File: config.mk
export PLATFORM = sky130hd
export DESIGN_NAME = axi_slave
export DESIGN_NICKNAME = d
export VERILOG_FILES = /design/src/rtl/axi_slave_pkg.sv /design/src/rtl/axi_slave.sv
export SDC_FILE = /design/constraint.sdc
export NUM_CORES = 1
export LEC_CHECK = 0
export ABC_AREA = 1
export BUFFER_PORTS_ARGS = -buffer_cell sky130_fd_sc_hd__buf_2
export CAP_MARGIN = 20
export CELL_PAD_IN_SITES_DETAIL_PLACEMENT = 0
export CELL_PAD_IN_SITES_GLOBAL_PLACEMENT = 2
export CORE_AREA = 8 8 172 174
export CTS_BUF_LIST = sky130_fd_sc_hd__clkbuf_8 sky130_fd_sc_hd__clkbuf_16
export DETAILED_ROUTE_END_ITERATION = 10
export DIE_AREA = 0 0 180 182
export GPL_TIMING_DRIVEN = 1
export HOLD_SLACK_MARGIN = 0.12
export PLACE_DENSITY = 0.79
export SETUP_SLACK_MARGIN = 0.2
export SLEW_MARGIN = 30
export SYNTH_ARGS = -nofsm -noshare
export SYNTH_HDL_FRONTEND = slang
export SYNTH_SLANG_ARGS = --single-unit
File: constraint.sdc
create_clock -name clk -period 2 [get_ports clk]
set_input_delay 0.1 -clock clk [delete_from_list [all_inputs] [get_ports clk]]
set_output_delay 0.1 -clock clk [all_outputs]
set_load 0.01 [all_outputs]
File: src/rtl/axi_slave_pkg.sv
// Shared definitions for the AXI-to-native bridge: FSM states and AXI response codes.
package axi_slave_pkg;

   typedef enum logic [2:0] {
      ST_IDLE,
      ST_W_DATA,
      ST_W_MEM,
      ST_W_RESP,
      ST_R_MEM,
      ST_R_DATA
   } state_t;

   localparam logic [1:0] RESP_OKAY   = 2'b00;
   localparam logic [1:0] RESP_SLVERR = 2'b10;

   function automatic logic [1:0] resp_of(input logic err);
      return err ? RESP_SLVERR : RESP_OKAY;
   endfunction

endpackage

File: src/rtl/axi_slave.sv
// AXI INCR-burst slave that turns each 4-byte beat into one native memory request.
// One burst outstanding at a time; simultaneous write/read requests alternate.
module axi_slave
   import axi_slave_pkg::*;
(
   input  logic        clk,
   input  logic        rst_n,
   input  logic [31:0] s_axi_awaddr,
   input  logic [7:0]  s_axi_awlen,
   input  logic        s_axi_awvalid,
   output logic        s_axi_awready,
   input  logic [31:0] s_axi_wdata,
   input  logic [3:0]  s_axi_wstrb,
   input  logic        s_axi_wlast,
   input  logic        s_axi_wvalid,
   output logic        s_axi_wready,
   output logic [1:0]  s_axi_bresp,
   output logic        s_axi_bvalid,
   input  logic        s_axi_bready,
   input  logic [31:0] s_axi_araddr,
   input  logic [7:0]  s_axi_arlen,
   input  logic        s_axi_arvalid,
   output logic        s_axi_arready,
   output logic [31:0] s_axi_rdata,
   output logic [1:0]  s_axi_rresp,
   output logic        s_axi_rlast,
   output logic        s_axi_rvalid,
   input  logic        s_axi_rready,
   output logic        mem_valid,
   output logic [31:0] mem_addr,
   output logic [31:0] mem_wdata,
   output logic [3:0]  mem_wstrb,
   input  logic [31:0] mem_rdata,
   input  logic        mem_ready
);

   state_t      state_reg, state_next;
   logic        prio_wr_reg, prio_wr_next;
   logic [31:0] addr_reg, addr_next;
   logic [7:0]  len_reg, len_next;
   logic [7:0]  beat_cnt_reg, beat_cnt_next;
   logic        err_reg, err_next;
   logic        first_reg, first_next;
   logic [31:0] wdata_reg, wdata_next;
   logic [3:0]  wstrb_reg, wstrb_next;
   logic [31:0] rdata_reg, rdata_next;
   logic        aw_grant, ar_grant;
   logic        last_beat;

   assign last_beat = (beat_cnt_reg == len_reg);

   always_ff @(posedge clk or negedge rst_n) begin
      if (!rst_n) begin
         state_reg    <= ST_IDLE;
         prio_wr_reg  <= 1'b1;
         addr_reg     <= '0;
         len_reg      <= '0;
         beat_cnt_reg <= '0;
         err_reg      <= 1'b0;
         first_reg    <= 1'b0;
         wdata_reg    <= '0;
         wstrb_reg    <= '0;
         rdata_reg    <= '0;
      end else begin
         state_reg    <= state_next;
         prio_wr_reg  <= prio_wr_next;
         addr_reg     <= addr_next;
         len_reg      <= len_next;
         beat_cnt_reg <= beat_cnt_next;
         err_reg      <= err_next;
         first_reg    <= first_next;
         wdata_reg    <= wdata_next;
         wstrb_reg    <= wstrb_next;
         rdata_reg    <= rdata_next;
      end
   end

   always_comb begin
      state_next    = state_reg;
      prio_wr_next  = prio_wr_reg;
      addr_next     = addr_reg;
      len_next      = len_reg;
      beat_cnt_next = beat_cnt_reg;
      err_next      = err_reg;
      first_next    = first_reg;
      wdata_next    = wdata_reg;
      wstrb_next    = wstrb_reg;
      rdata_next    = rdata_reg;
      aw_grant      = 1'b0;
      ar_grant      = 1'b0;

      case (state_reg)
         ST_IDLE: begin
            aw_grant = s_axi_awvalid && (!s_axi_arvalid || prio_wr_reg);
            ar_grant = s_axi_arvalid && !aw_grant;
            if (aw_grant) begin
               addr_next     = s_axi_awaddr;
               len_next      = s_axi_awlen;
               err_next      = (s_axi_awaddr[1:0] != 2'b00);
               beat_cnt_next = '0;
               prio_wr_next  = !prio_wr_reg;
               state_next    = ST_W_DATA;
            end else if (ar_grant) begin
               addr_next     = s_axi_araddr;
               len_next      = s_axi_arlen;
               err_next      = (s_axi_araddr[1:0] != 2'b00);
               beat_cnt_next = '0;
               prio_wr_next  = !prio_wr_reg;
               first_next    = 1'b1;
               state_next    = ST_R_MEM;
            end
         end
         ST_W_DATA: begin
            if (s_axi_wvalid) begin
               wdata_next = s_axi_wdata;
               wstrb_next = s_axi_wstrb;
               if (s_axi_wlast != last_beat)
                  err_next = 1'b1;
               first_next = 1'b1;
               state_next = ST_W_MEM;
            end
         end
         ST_W_MEM: begin
            first_next = 1'b0;
            // An errored burst still consumes every beat but never touches memory.
            if (err_reg || mem_ready) begin
               addr_next     = addr_reg + 32'd4;
               beat_cnt_next = beat_cnt_reg + 8'd1;
               state_next    = last_beat ? ST_W_RESP : ST_W_DATA;
            end
         end
         ST_W_RESP: begin
            if (s_axi_bready)
               state_next = ST_IDLE;
         end
         ST_R_MEM: begin
            first_next = 1'b0;
            if (err_reg) begin
               rdata_next = '0;
               state_next = ST_R_DATA;
            end else if (mem_ready) begin
               rdata_next = mem_rdata;
               state_next = ST_R_DATA;
            end
         end
         ST_R_DATA: begin
            if (s_axi_rready) begin
               if (last_beat) begin
                  state_next = ST_IDLE;
               end else begin
                  addr_next     = addr_reg + 32'd4;
                  beat_cnt_next = beat_cnt_reg + 8'd1;
                  first_next    = 1'b1;
                  state_next    = ST_R_MEM;
               end
            end
         end
         default: state_next = ST_IDLE;
      endcase
   end

   // Address grants are combinational, so gate them with reset to keep outputs low.
   assign s_axi_awready = rst_n && aw_grant;
   assign s_axi_arready = rst_n && ar_grant;
   assign s_axi_wready  = (state_reg == ST_W_DATA);
   assign s_axi_bvalid  = (state_reg == ST_W_RESP);
   assign s_axi_bresp   = s_axi_bvalid ? resp_of(err_reg) : RESP_OKAY;
   assign s_axi_rvalid  = (state_reg == ST_R_DATA);
   assign s_axi_rdata   = s_axi_rvalid ? rdata_reg : '0;
   assign s_axi_rresp   = s_axi_rvalid ? resp_of(err_reg) : RESP_OKAY;
   assign s_axi_rlast   = s_axi_rvalid && last_beat;

   assign mem_valid = ((state_reg == ST_W_MEM) || (state_reg == ST_R_MEM)) && first_reg && !err_reg;
   assign mem_addr  = addr_reg;
   assign mem_wdata = wdata_reg;
   assign mem_wstrb = (state_reg == ST_W_MEM) ? wstrb_reg : 4'h0;

endmodule

==> reports/qor.txt <==
CTS Buf Count: 17
Most used flip-flop cell after synthesis: dfrtp_1
Maximum buffer depth of the clock tree: 2
Vias post-DR: 7500
Total area of multi-input combinational cells: 3442 um2
Combined area of all synthesized cells: 6840 um2
Path class of the lowest-slack min-delay path: in -> reg
Wire length of the first global-routing pass: 42.54 mm
Worst VDD drop: 631.3 uV
Required time of the critical path: 1.90 ns
Element type at the critical path end: output port
Clk_skew: 0.01082 ns
Unique cell type count in the Yosys netlist: 38
Footprint of the flip-flops and latches: 3073 um2
Leading cell type in the layout, fill and taps excluded: buf_2
Yosys warning total: 0
Reg-to-reg critical path startpoint: prio_wr_reg
Endpoints failing hold: 0
Total length of routed wires: 27.66 mm
Minimum clock period: 1.770 ns
Final cell count without fillers: 1695
Setup repair after global routing missed its margin: yes
Critical path startpoint category: flip-flop
Data arrival, critical path: 1.67 ns
Share of post-route cells with drive strength above 1: 0.3405
Count of buffers inserted at the top-level ports: 265
CTS root buf: clkbuf_16
Antenna diodes: 0
Largest net degree at the start of global routing: 75
Max-cap violations: 0
Clock latency reported for the late side of the worst-skew pair: 0.42 ns
Largest fanout of any net on the critical path: 27
Final count of negative-setup-slack endpoints: 0
Syn avg cell area: 7.509 um2
Post-placement cell count: 1509
Final estimated routing congestion in global placement: 0.8126
Starting DRT DRC Count: 343
Transition at the pin with the smallest max-transition slack: 0.6768 ns
Row count: 60
Share of synthesized area occupied by flip-flops and latches: 0.4465
Die width: 180 um
Max-slew headroom: 0.5488
Worst setup path category: reg -> out
FMAX: 0.5650 GHz
Synth Instances: 911
Via count of the first global-routing pass: 7850
Detailed-route wire length per cell: 16.32 um
Commonest cells after routing, fill and taps aside: buf_2 (263), nand2_1 (210), dlygate4sd3_1 (133), nor2_1 (128), dfrtp_1 (106)
Number of enable flip-flop cells after synthesis: 0
Worst setup slack for register-to-register paths: 0.26 ns
Residual overflow from global routing: 0
Die extent in y: 182 um
DIE AREA: 32760 um2
Fin Setup TNS: 0 ns
Worst Hold Path EP: mem_addr[27]
Average vias per placed instance: 4.425
I/O pin cnt: 268
TritonCTS clock tree: yes
Endpoint of the most critical register-to-register path: beat_cnt_reg[0]
Global routing usage summed across all routing layers: 0.1616
PD cells: 1386 nW/um2
Clock transition at the registers of the reported paths: 0.06 ns
HPWL after detailed placement: 19.21 mm
Syn-to-layout area delta: 62.54%
Result of the run: complete, no violations
H-tree depth reported by CTS: 4
Filler Cell Count: 2715
Min-Delay Startpoint: s_axi_araddr[27]
Starting density of the core: 0.2567
Area of the core: 26650 um2
Count of cells along the worst hold path: 5
Leakage power of the design: 0.005485 uW
Layout net count: 1500
Cell depth of the worst flop-to-flop path: 9
Remaining number of nets flagged by the antenna check after routing: 0
Period utilisation layout: 0.8849
Drt first pass iters: 4
Number of sinks on the clock net: 122
Async set or reset register ratio after synthesis: 1.000
Drc violations: 0
Final slew viol count: 0
Initial antenna violation count: 3
Post-synthesis sequential element count: 122
-- report_power, final --
part           leakage, uW  switching [uW]  total (uW)  internal [uW]
Sequential         0.00150             848        4430           3580
Combinational      0.00370            4530        7800           3270
Clock             0.000289            1390        3180           1790
Total              0.00548            6770       15400           8640
-- routing by layer --
metal  wire (um)  global-route usage
met5          28                   0
met4         229             0.03068
met3        1582             0.05230
met2       13270              0.2701
met1       12550              0.2019
-- logic make-up after synthesis --
| logic type | Yosys count | share of synthesized area |
|---|---|---|
| compound gates | 138 | 0.1044 |
| xor+xnor | 16 | 0.02049 |
| fa+ha+maj | 2 | 0.003658 |
| buf+inv | 129 | 0.07993 |
| flops | 122 | 0.4465 |
| mux | 34 | 0.05561 |
| other cells | 1 | 0.0005482 |
| simple gates | 469 | 0.2888 |
-- timing repair --
item,CTS,global route
cloned,0,6
resized for setup,10,74
pin swaps,1,12
endpoints found under the hold margin,228,0
hold buffers,133,0
endpoints found under the setup margin,36,76
setup buffers,0,15
-- cell usage after synthesis (9+ instances only) --
master / n / area (um2)
nand2_1: 226 / 848.3
nor2_1: 140 / 525.5
dfrtp_1: 121 / 3028
o21ai_0: 93 / 465.5
inv_1: 81 / 304.0
nand3_1: 63 / 315.3
mux2_2: 26 / 292.8
a21oi_1: 17 / 85.08
buf_2: 16 / 80.08
clkbuf_1: 14 / 52.55
o21ai_1: 14 / 70.07
nor3_1: 12 / 60.06
o22ai_1: 9 / 56.30
xor2_1: 9 / 78.83
-- area by class of cell --
type / count / area share
Multi-Input combinational cell: 661 / 0.3096
Timing Repair Buffer: 450 / 0.2911
Sequential cell: 122 / 0.2764
Tap cell: 341 / 0.03837
Clock buffer: 17 / 0.03826
Inverter: 89 / 0.03117
Clock inverter: 15 / 0.01508
-- how the worst max path moves through the flow --
stage	from	to	slack [ns]	cells after the start
after global placement	mem_addr[15]	mem_addr[28]	0.22	11
after detailed placement	mem_addr[15]	mem_addr[28]	0.22	11
after global routing	prio_wr_reg	s_axi_arready	0.14	5
after floorplan	mem_addr[3]	mem_addr[26]	0.27	12
final	prio_wr_reg	s_axi_arready	0.23	5
after CTS	prio_wr_reg	s_axi_arready	0.19	5
-- worst max-delay path, stage by stage, from the launching register on --
cell	delay, ns
dfstp_2	0.58
nor2_2	0.06
nor2_4	0.13
buf_6	0.24
nor4_1	0.08
buf_2	0.15
-- stage by stage --
step	total power, uW	hold WS [ns]	util	worst slack, ns	instance area [um2]
floorplan	8366	-0.1956	-	0.2735	6844
global placement	10900	0.2413	0.3271	0.2190	8718
detailed placement	10980	0.2391	0.3271	0.2153	8718
CTS	14520	0.1241	0.4005	0.1878	10670
global route	16610	0.1583	0.4172	0.1411	11120
finish	15410	0.1424	0.4172	0.2302	11120
Power figures use the tool's default switching activity.
